`config.mk`:
```
export PLATFORM = sky130hd
export DESIGN_NAME = multiword_add_ctrl
export DESIGN_NICKNAME = d
export VERILOG_FILES = /design/src/rtl/multiword_add_ctrl.sv
export SDC_FILE = /design/constraint.sdc
export NUM_CORES = 1
export LEC_CHECK = 0
export ABC_AREA = 1
export CAP_MARGIN = 15
export CORE_MARGIN = 1.5
export CORE_UTILIZATION = 44
export DETAILED_ROUTE_END_ITERATION = 10
export GPL_ROUTABILITY_DRIVEN = 0
export HOLD_SLACK_MARGIN = 0.08
export MAX_ROUTING_LAYER = met4
export PLACE_DENSITY = 0.78
export SLEW_MARGIN = 5
export SYNTH_ARGS = -nofsm -noshare
export SYNTH_HDL_FRONTEND = slang
export SYNTH_SLANG_ARGS = --single-unit
```
`constraint.sdc`:
```
create_clock -name clk -period 2.62 [get_ports clk]
set_clock_uncertainty 0.15 [all_clocks]
set_input_delay 0.524 -clock clk [delete_from_list [all_inputs] [get_ports clk]]
set_output_delay 0.524 -clock clk [all_outputs]
set_load 0.005 [all_outputs]
```
`src/rtl/multiword_add_ctrl.sv`:
```
// Two-requester multi-byte adder: one shared 8-bit ripple stage walks the
// operands a byte per cycle, with alternating arbitration and a held result.
module multiword_add_ctrl #(
    parameter int WORDS = 4
) (
    input  logic                 clk,
    input  logic                 rst_n,
    input  logic                 req0_valid,
    output logic                 req0_ready,
    input  logic [8*WORDS-1:0]   req0_a,
    input  logic [8*WORDS-1:0]   req0_b,
    input  logic                 req0_cin,
    input  logic                 req1_valid,
    output logic                 req1_ready,
    input  logic [8*WORDS-1:0]   req1_a,
    input  logic [8*WORDS-1:0]   req1_b,
    input  logic                 req1_cin,
    output logic                 rsp_valid,
    input  logic                 rsp_ready,
    output logic                 rsp_id,
    output logic [8*WORDS-1:0]   rsp_sum,
    output logic                 rsp_cout,
    output logic                 busy
);

    localparam int IDX_W = (WORDS > 1) ? $clog2(WORDS) : 1;
    localparam logic [IDX_W-1:0] LAST_IDX = IDX_W'(WORDS - 1);

    typedef enum logic [1:0] {IDLE, ADD, DONE} state_t;

    state_t                 state;
    logic [IDX_W-1:0]       idx;
    logic                   carry;
    logic                   last_grant;
    logic                   gnt;
    logic                   accept;
    logic                   id_q;
    logic [WORDS-1:0][7:0]  a_q;
    logic [WORDS-1:0][7:0]  b_q;
    logic [WORDS-1:0][7:0]  sum_q;
    logic [WORDS-1:0][7:0]  sum_nxt;
    logic [8:0]             byte_s;

    function automatic logic [8:0] add_byte(input logic [7:0] x, input logic [7:0] y,
                                            input logic c);
        return {1'b0, x} + {1'b0, y} + {8'b0, c};
    endfunction

    // Alternate only on a genuine contest; a lone requester always wins.
    always_comb begin
        gnt = 1'b0;
        if (req0_valid && req1_valid)
            gnt = ~last_grant;
        else if (req1_valid)
            gnt = 1'b1;
    end

    assign req0_ready = (state == IDLE) && req0_valid && !gnt;
    assign req1_ready = (state == IDLE) && req1_valid && gnt;
    assign accept     = req0_ready || req1_ready;
    assign busy       = (state != IDLE);

    assign byte_s = add_byte(a_q[idx], b_q[idx], carry);

    always_comb begin
        sum_nxt      = sum_q;
        sum_nxt[idx] = byte_s[7:0];
    end

    always_ff @(posedge clk or negedge rst_n) begin
        if (!rst_n) begin
            state      <= IDLE;
            idx        <= '0;
            carry      <= 1'b0;
            last_grant <= 1'b1;
            rsp_valid  <= 1'b0;
            rsp_sum    <= '0;
            rsp_cout   <= 1'b0;
            rsp_id     <= 1'b0;
        end else begin
            case (state)
                IDLE: begin
                    if (accept) begin
                        idx        <= '0;
                        carry      <= gnt ? req1_cin : req0_cin;
                        last_grant <= gnt;
                        state      <= ADD;
                    end
                end
                ADD: begin
                    carry <= byte_s[8];
                    idx   <= idx + 1'b1;
                    if (idx == LAST_IDX) begin
                        state     <= DONE;
                        rsp_valid <= 1'b1;
                        rsp_sum   <= sum_nxt;
                        rsp_cout  <= byte_s[8];
                        rsp_id    <= id_q;
                    end
                end
                DONE: begin
                    if (rsp_ready) begin
                        state     <= IDLE;
                        rsp_valid <= 1'b0;
                    end
                end
                default: state <= IDLE;
            endcase
        end
    end

    // Operand and partial-sum storage; only meaningful once a request is accepted.
    always_ff @(posedge clk) begin
        if (accept) begin
            a_q  <= gnt ? req1_a : req0_a;
            b_q  <= gnt ? req1_b : req0_b;
            id_q <= gnt;
        end else if (state == ADD) begin
            sum_q <= sum_nxt;
        end
    end

endmodule

```
==> Yosys cells after proc, flatten, opt, wreduce, memory -nomap -nowiden <==
Index checks and enable logic that the tools add are counted.
{ "classes": {"addsub": 3, "magnitude_cmp": 2, "eq_ne": 6, "mux": 23, "bitwise_logic": 2, "n_reduce_logical": 18} }
{ "op_table": {"columns": ["op", "n"], "rows": [
  ["two-way mux 32 bit", 2],
  ["binary-select mux 8 bit (select 2 bit)", 2],
  ["bitwise mux 32 bit", 1],
  ["two-way mux 8 bit", 3],
  ["demux 8 bit (select 2 bit)", 1],
  ["adder 8 x 8 -> 9 bit", 1],
  ["adder 9 x 1 -> 9 bit", 1],
  ["two-way mux 2 bit", 4],
  ["AND reduction 2 bit", 4],
  ["logical AND 1 bit", 6],
  ["two-way mux 1 bit", 6],
  ["!= test 2 bit, second input constant", 3],
  ["case mux 2 bit (3 select lines)", 1],
  ["AND reduction 3 bit", 2],
  ["nonzero test 2 bit", 3],
  ["equality test 2 bit, second input constant", 2],
  ["case mux 1 bit (2 select lines)", 2],
  ["case mux 2 bit (2 select lines)", 1],
  ["< comparator 2 x 3 -> 1 bit, second input constant", 1],
  ["adder 2 x 1 -> 2 bit, second input constant", 1],
  ["equality test 2 x 1 -> 1 bit, second input constant", 1],
  ["greater-or-equal comparator 2 x 1 -> 1 bit, second input constant", 1],
  ["logical NOT 2 bit", 1],
  ["NOT 1 bit", 2],
  ["2 further kinds", 2]
]} }
{ "totals": {"regBits": 138, "output_inout_bits": 38} }

==> Logic depth before layout (Yosys ltp) <==
{ "depth": {"depth_word": 7, "mapped_depth": 14} }

==> Worst setup path before layout <==
OpenSTA, ideal clock, no wires.
{ "synth_path": {"kind": "input to register", "from": "input port req0_valid", "to": "register a_q[0] (netlist name) (enable)", "arrival_time_ns": 2.280, "t_required_ns": 2.051, "setup_slack_ns": -0.229, "cell_stages": 6, "n_path_buf": 0, "cell_sequence": "nand2_1 -> nand2_1 -> inv_1 -> nor2_1 -> nor2_2 -> inv_1"} }
{ "synth_via": {"elab_chain_cells": 5, "elab_cells_between_ends": 7} }
{ "synth_lines": {"columns": ["item", "line", "source"], "rows": [
  ["start: declaration", "8", "input logic req0_valid,"],
  ["logical AND 1 bit", "52", "if (req0_valid && req1_valid)"],
  ["two-way mux 1 bit", "52", null],
  ["logical NOT 1 bit", "58", "assign req0_ready = (state == IDLE) && req0_valid && !gnt;"],
  ["logical AND 1 bit (*)", "58", null],
  ["net req0_ready", "9", "output logic req0_ready,"],
  ["logical OR 1 bit (*)", "60", "assign accept = req0_ready || req1_ready;"],
  ["net accept", "36", "logic accept;"],
  ["end signal: assignment", "115", "a_q <= gnt ? req1_a : req0_a;"],
  ["end: declaration", "38", "logic [WORDS-1:0][7:0] a_q;"]
]} }
The timed path passes the listed nets; every way through them passes the cells marked *.
A chain may end at the register's enable or synchronous reset.

==> PnR_summary.wiki <==
{| class="wikitable"
! Metric !! Value
|-
| Global-route wire length before repair || 23,500 um
|-
| Nets || 1,042
|-
| Clock-pin slew on the worst setup and hold paths || 0.06 ns
|-
| Slowest stage delay, CP || 0.47 ns
|-
| Portion of the post-synthesis area used by sequential elements || 58.8%
|-
| Core footprint || 13,900 um^2
|-
| Worst IR Drop VDD || 0.000977 V
|-
| Number of enable-type register cells in the synthesized netlist || 89
|-
| Upper clock frequency limit || 378 MHz
|-
| Placement Setup Slack || -0.0632 ns
|-
| TritonCTS Buffers || 17
|-
| Synthesis warning total || 0
|-
| I/O pin total || 173
|-
| Most frequent cells after synthesis || sky130_fd_sc_hd__nand2_1, sky130_fd_sc_hd__edfxtp_1, sky130_fd_sc_hd__o21ai_0
|-
| Placed insts || 1,049
|-
| Maximum number of pins on one net before global-route repair || 67
|-
| Number of DRC markers in iteration 0 || 303
|-
| Area leader, netlist || sky130_fd_sc_hd__edfxtp_1
|-
| CP cell instances || buf_6 -> nor2_4 -> o22ai_2 -> fa_2 -> fa_2 -> nand2_2 -> nand3_2 -> nand3_2 -> nand2_2 -> nand2_4 -> nand3_2 -> and2_1
|-
| Die Y || 123 um
|-
| Setup repair after global routing missed its margin || yes
|-
| Starting density of the core || 45.2%
|-
| M1 wire length || 6610 um
|-
| Detailed-route wire length || 15,200 um
|-
| Met3 wirelength from detailed routing || 917 um
|-
| Critical path class || flop to flop
|-
| Async set or reset register ratio after synthesis || 31.5%
|-
| Number of routed nets with antenna violations || 0
|-
| Drt wl/cell || 14.0 um
|-
| Uppermost layer routed || met4
|-
| Maximum count of clock buffers along a single path || 2
|-
| Synthesis-to-layout area growth || 44.4%
|-
| Number of instances in the synthesized netlist || 698
|-
| Overall via count from detail_route || 5,279
|-
| Outcome || finished with violations
|-
| Total leakage power || 3.95 nW
|-
| Leading cell types by total area after synthesis || sky130_fd_sc_hd__edfxtp_1, sky130_fd_sc_hd__nand2_1, sky130_fd_sc_hd__dfrtp_1
|-
| Share of final-layout standard cells stronger than drive strength 1 || 14.4%
|-
| Distinct cell type count of the synthesized netlist || 28
|-
| Final Cycle Share || 101%
|-
| Die area || 15,000 um^2
|-
| Maximum fanout along the worst path || 5
|-
| Normalized max-slew margin || 55.6%
|-
| Count of port buffers added during placement || 172
|-
| Minimum setup slack in the final design || -0.0241 ns
|-
| Post-synth top flop || sky130_fd_sc_hd__edfxtp_1
|-
| Final routed DRC violation total || 0
|-
| Top cell type's share of synthesized area || 42.4%
|-
| Final Max Tran Viols || 0
|-
| Dominant cell by count in the synthesized netlist || sky130_fd_sc_hd__nand2_1
|-
| Total power draw || 0.0123 W
|-
| Crit path required time || 2.64 ns
|-
| Worst skew pair latency || 0.42 ns
|-
| Worst hold-check path type || flop to flop
|-
| Clock Root Buffer || sky130_fd_sc_hd__clkbuf_16
|-
| Global Route Usage Sum || 21.4%
|-
| Clock tree from TritonCTS || yes
|-
| Number of storage elements in the synthesis netlist || 130
|-
| Residual overflow from global routing || 0
|-
| Cell area after technology mapping || 6300 um^2
|-
| Number of nets in the synthesized netlist || 846
|-
| Transition time of the tightest slew-check pin || 0.665 ns
|-
| Mean post-synth cell area || 9.02 um^2
|-
| Critical Path Source Type || flop
|-
| Power Dens Cells || 1350 nW/um^2
|-
| Setup TNS || -0.0549 ns
|-
| Final number of setup-violating endpoints || 3
|-
| Nature of the critical path endpoint || flop
|-
| Number of global-route vias before repair || 4,917
|-
| Diodes inserted || 0
|-
| Failing checks || setup timing
|-
| Data arrival time of the worst path || 2.66 ns
|-
| Cell type with the highest occurrence count on the critical path || sky130_fd_sc_hd__nand3_2
|-
| Max Cap Viol || 0
|-
| Number of endpoints with negative hold slack in the final report || 0
|-
| Minimum hold slack || 0.303 ns
|-
| Count of clock tree sinks || 130
|-
| DR vias/cell || 4.86
|-
| Num rows || 43
|-
| Number of standard cells in the final layout excluding fillers || 1,087
|-
| Die Width || 123 um
|-
| Met2 WL || 7350 um
|-
| Number of antenna violations at the first check in global routing || 0
|-
| Deepest level of the CTS H-tree || 4
|-
| Number of optimization iterations in the first detailed-route pass || 5
|-
| Master of the slowest instance on the critical path || sky130_fd_sc_hd__dfrtp_2
|-
| Half-perimeter wire length after placement || 10,800 um
|-
| Min Tclk post-route || 2.64 ns
|}
-- worst max-delay path, delay by kind of cell, from the launching register on --
family / cells / cell delay (ns)
AOI/OAI and AO/OA: 1 / 0.07
and+or+nand+nor: 8 / 0.79
adders and majority gates: 2 / 0.77
DFF: 1 / 0.47
buffers and inverters: 1 / 0.16
-- metal layers --
layer | GRT usage, % | vias to the layer above
met4 | 9.30 | 0
met1 | 26.0 | 2353
met5 | - | -
li1 | - | 2687
met3 | 5.48 | 30
met2 | 34.1 | 209
-- sequential cells by signal, indices dropped and copies added (netlist names), 2 cells and up --
name and cells:
a_q 32, idx 2, state 2, b_q 32, sum_q 24, rsp_sum 32
-- cell usage in the layout (no fill, tap or decap), types with 2 or more instances in the layout --
| cell | Yosys | final |
|---|---|---|
| sky130_fd_sc_hd__nand2_1 | 308 | 302 |
| sky130_fd_sc_hd__clkdlybuf4s50_1 | 0 | 171 |
| sky130_fd_sc_hd__edfxtp_1 | 89 | 89 |
| sky130_fd_sc_hd__dfrtp_1 | 40 | 39 |
| sky130_fd_sc_hd__nor2_1 | 38 | 34 |
| sky130_fd_sc_hd__o21ai_0 | 46 | 33 |
| sky130_fd_sc_hd__buf_4 | 2 | 30 |
| sky130_fd_sc_hd__nand3_1 | 34 | 27 |
| sky130_fd_sc_hd__inv_1 | 26 | 22 |
| sky130_fd_sc_hd__clkbuf_16 | 0 | 17 |
| sky130_fd_sc_hd__or2_2 | 15 | 15 |
| sky130_fd_sc_hd__o21ai_1 | 6 | 12 |
| sky130_fd_sc_hd__o22ai_1 | 16 | 11 |
| sky130_fd_sc_hd__ha_1 | 11 | 10 |
| sky130_fd_sc_hd__and2_1 | 10 | 9 |
| sky130_fd_sc_hd__o21ai_2 | 0 | 7 |
| sky130_fd_sc_hd__nand3_2 | 0 | 7 |
| sky130_fd_sc_hd__nand2_2 | 1 | 6 |
| sky130_fd_sc_hd__clkinvlp_4 | 0 | 6 |
| sky130_fd_sc_hd__inv_2 | 3 | 5 |
| sky130_fd_sc_hd__o22ai_2 | 0 | 5 |
| sky130_fd_sc_hd__a21boi_0 | 6 | 5 |
| sky130_fd_sc_hd__buf_6 | 1 | 5 |
| sky130_fd_sc_hd__nor2_2 | 2 | 4 |
| sky130_fd_sc_hd__nor2_4 | 2 | 4 |
| sky130_fd_sc_hd__a21oi_1 | 5 | 4 |
| sky130_fd_sc_hd__clkinv_4 | 0 | 4 |
| sky130_fd_sc_hd__inv_6 | 0 | 3 |
| sky130_fd_sc_hd__o21a_1 | 2 | 2 |
| sky130_fd_sc_hd__fa_2 | 0 | 2 |
| sky130_fd_sc_hd__clkinv_1 | 0 | 2 |
-- where the power goes --
group          total, W  internal, W  switching, W
combinational   0.00642      0.00280       0.00362
clock           0.00212      0.00121      0.000906
sequential      0.00372      0.00336      0.000354
-- path summary, 6_finish.rpt --
kind	cells past startpoint	slack [ns]	start	to
worst max-delay path	12	-0.02	idx[0]	sum_q[6]
worst min-delay path	2	0.30	id_q	rsp_id
worst max register to register	12	-0.02	idx[0]	sum_q[6]
worst min register to register	2	0.30	id_q	rsp_id
max in group asynchronous	3	1.23	rst_n	rsp_sum[6]
min in group asynchronous	2	0.39	rst_n	rsp_sum[17]
-- through the flow --
step | util (%) | cell area [um^2]
CTS | 64.2 | 8940
floorplan | - | 6310
finish | 65.3 | 9090
global placement | 59.8 | 8340
global route | 65.3 | 9090
detailed placement | 59.8 | 8340
-- repair_timing --
| item | CTS | global route |
|---|---|---|
| resized for setup | 13 | 44 |
| gates cloned | 0 | 0 |
| endpoints found under the setup margin | 9 | 43 |
| setup buffers | 2 | 3 |
| endpoints found under the hold margin | 11 | 0 |
| pin swaps | 5 | 14 |
| hold buffers | 1 | 0 |
-- final cells by class --
| cell class | count | area, um^2 |
|---|---|---|
| timing repair buffer | 209 | 2030 |
| clock inverter | 14 | 106 |
| fill | 1109 | 4840 |
| sequential | 130 | 3700 |
| tap | 180 | 225 |
| multi-input combinational | 507 | 2490 |
| clock buffer | 18 | 429 |
| inverter | 29 | 115 |
-- cells by family after synthesis --
family / synth area share (%)
compound gates: 7.07
fa+ha+maj: 2.82
xor+xnor: 0.656
simple gates: 26.5
flops: 58.8
buf+inv: 4.21
Power figures use the tool's default switching activity.
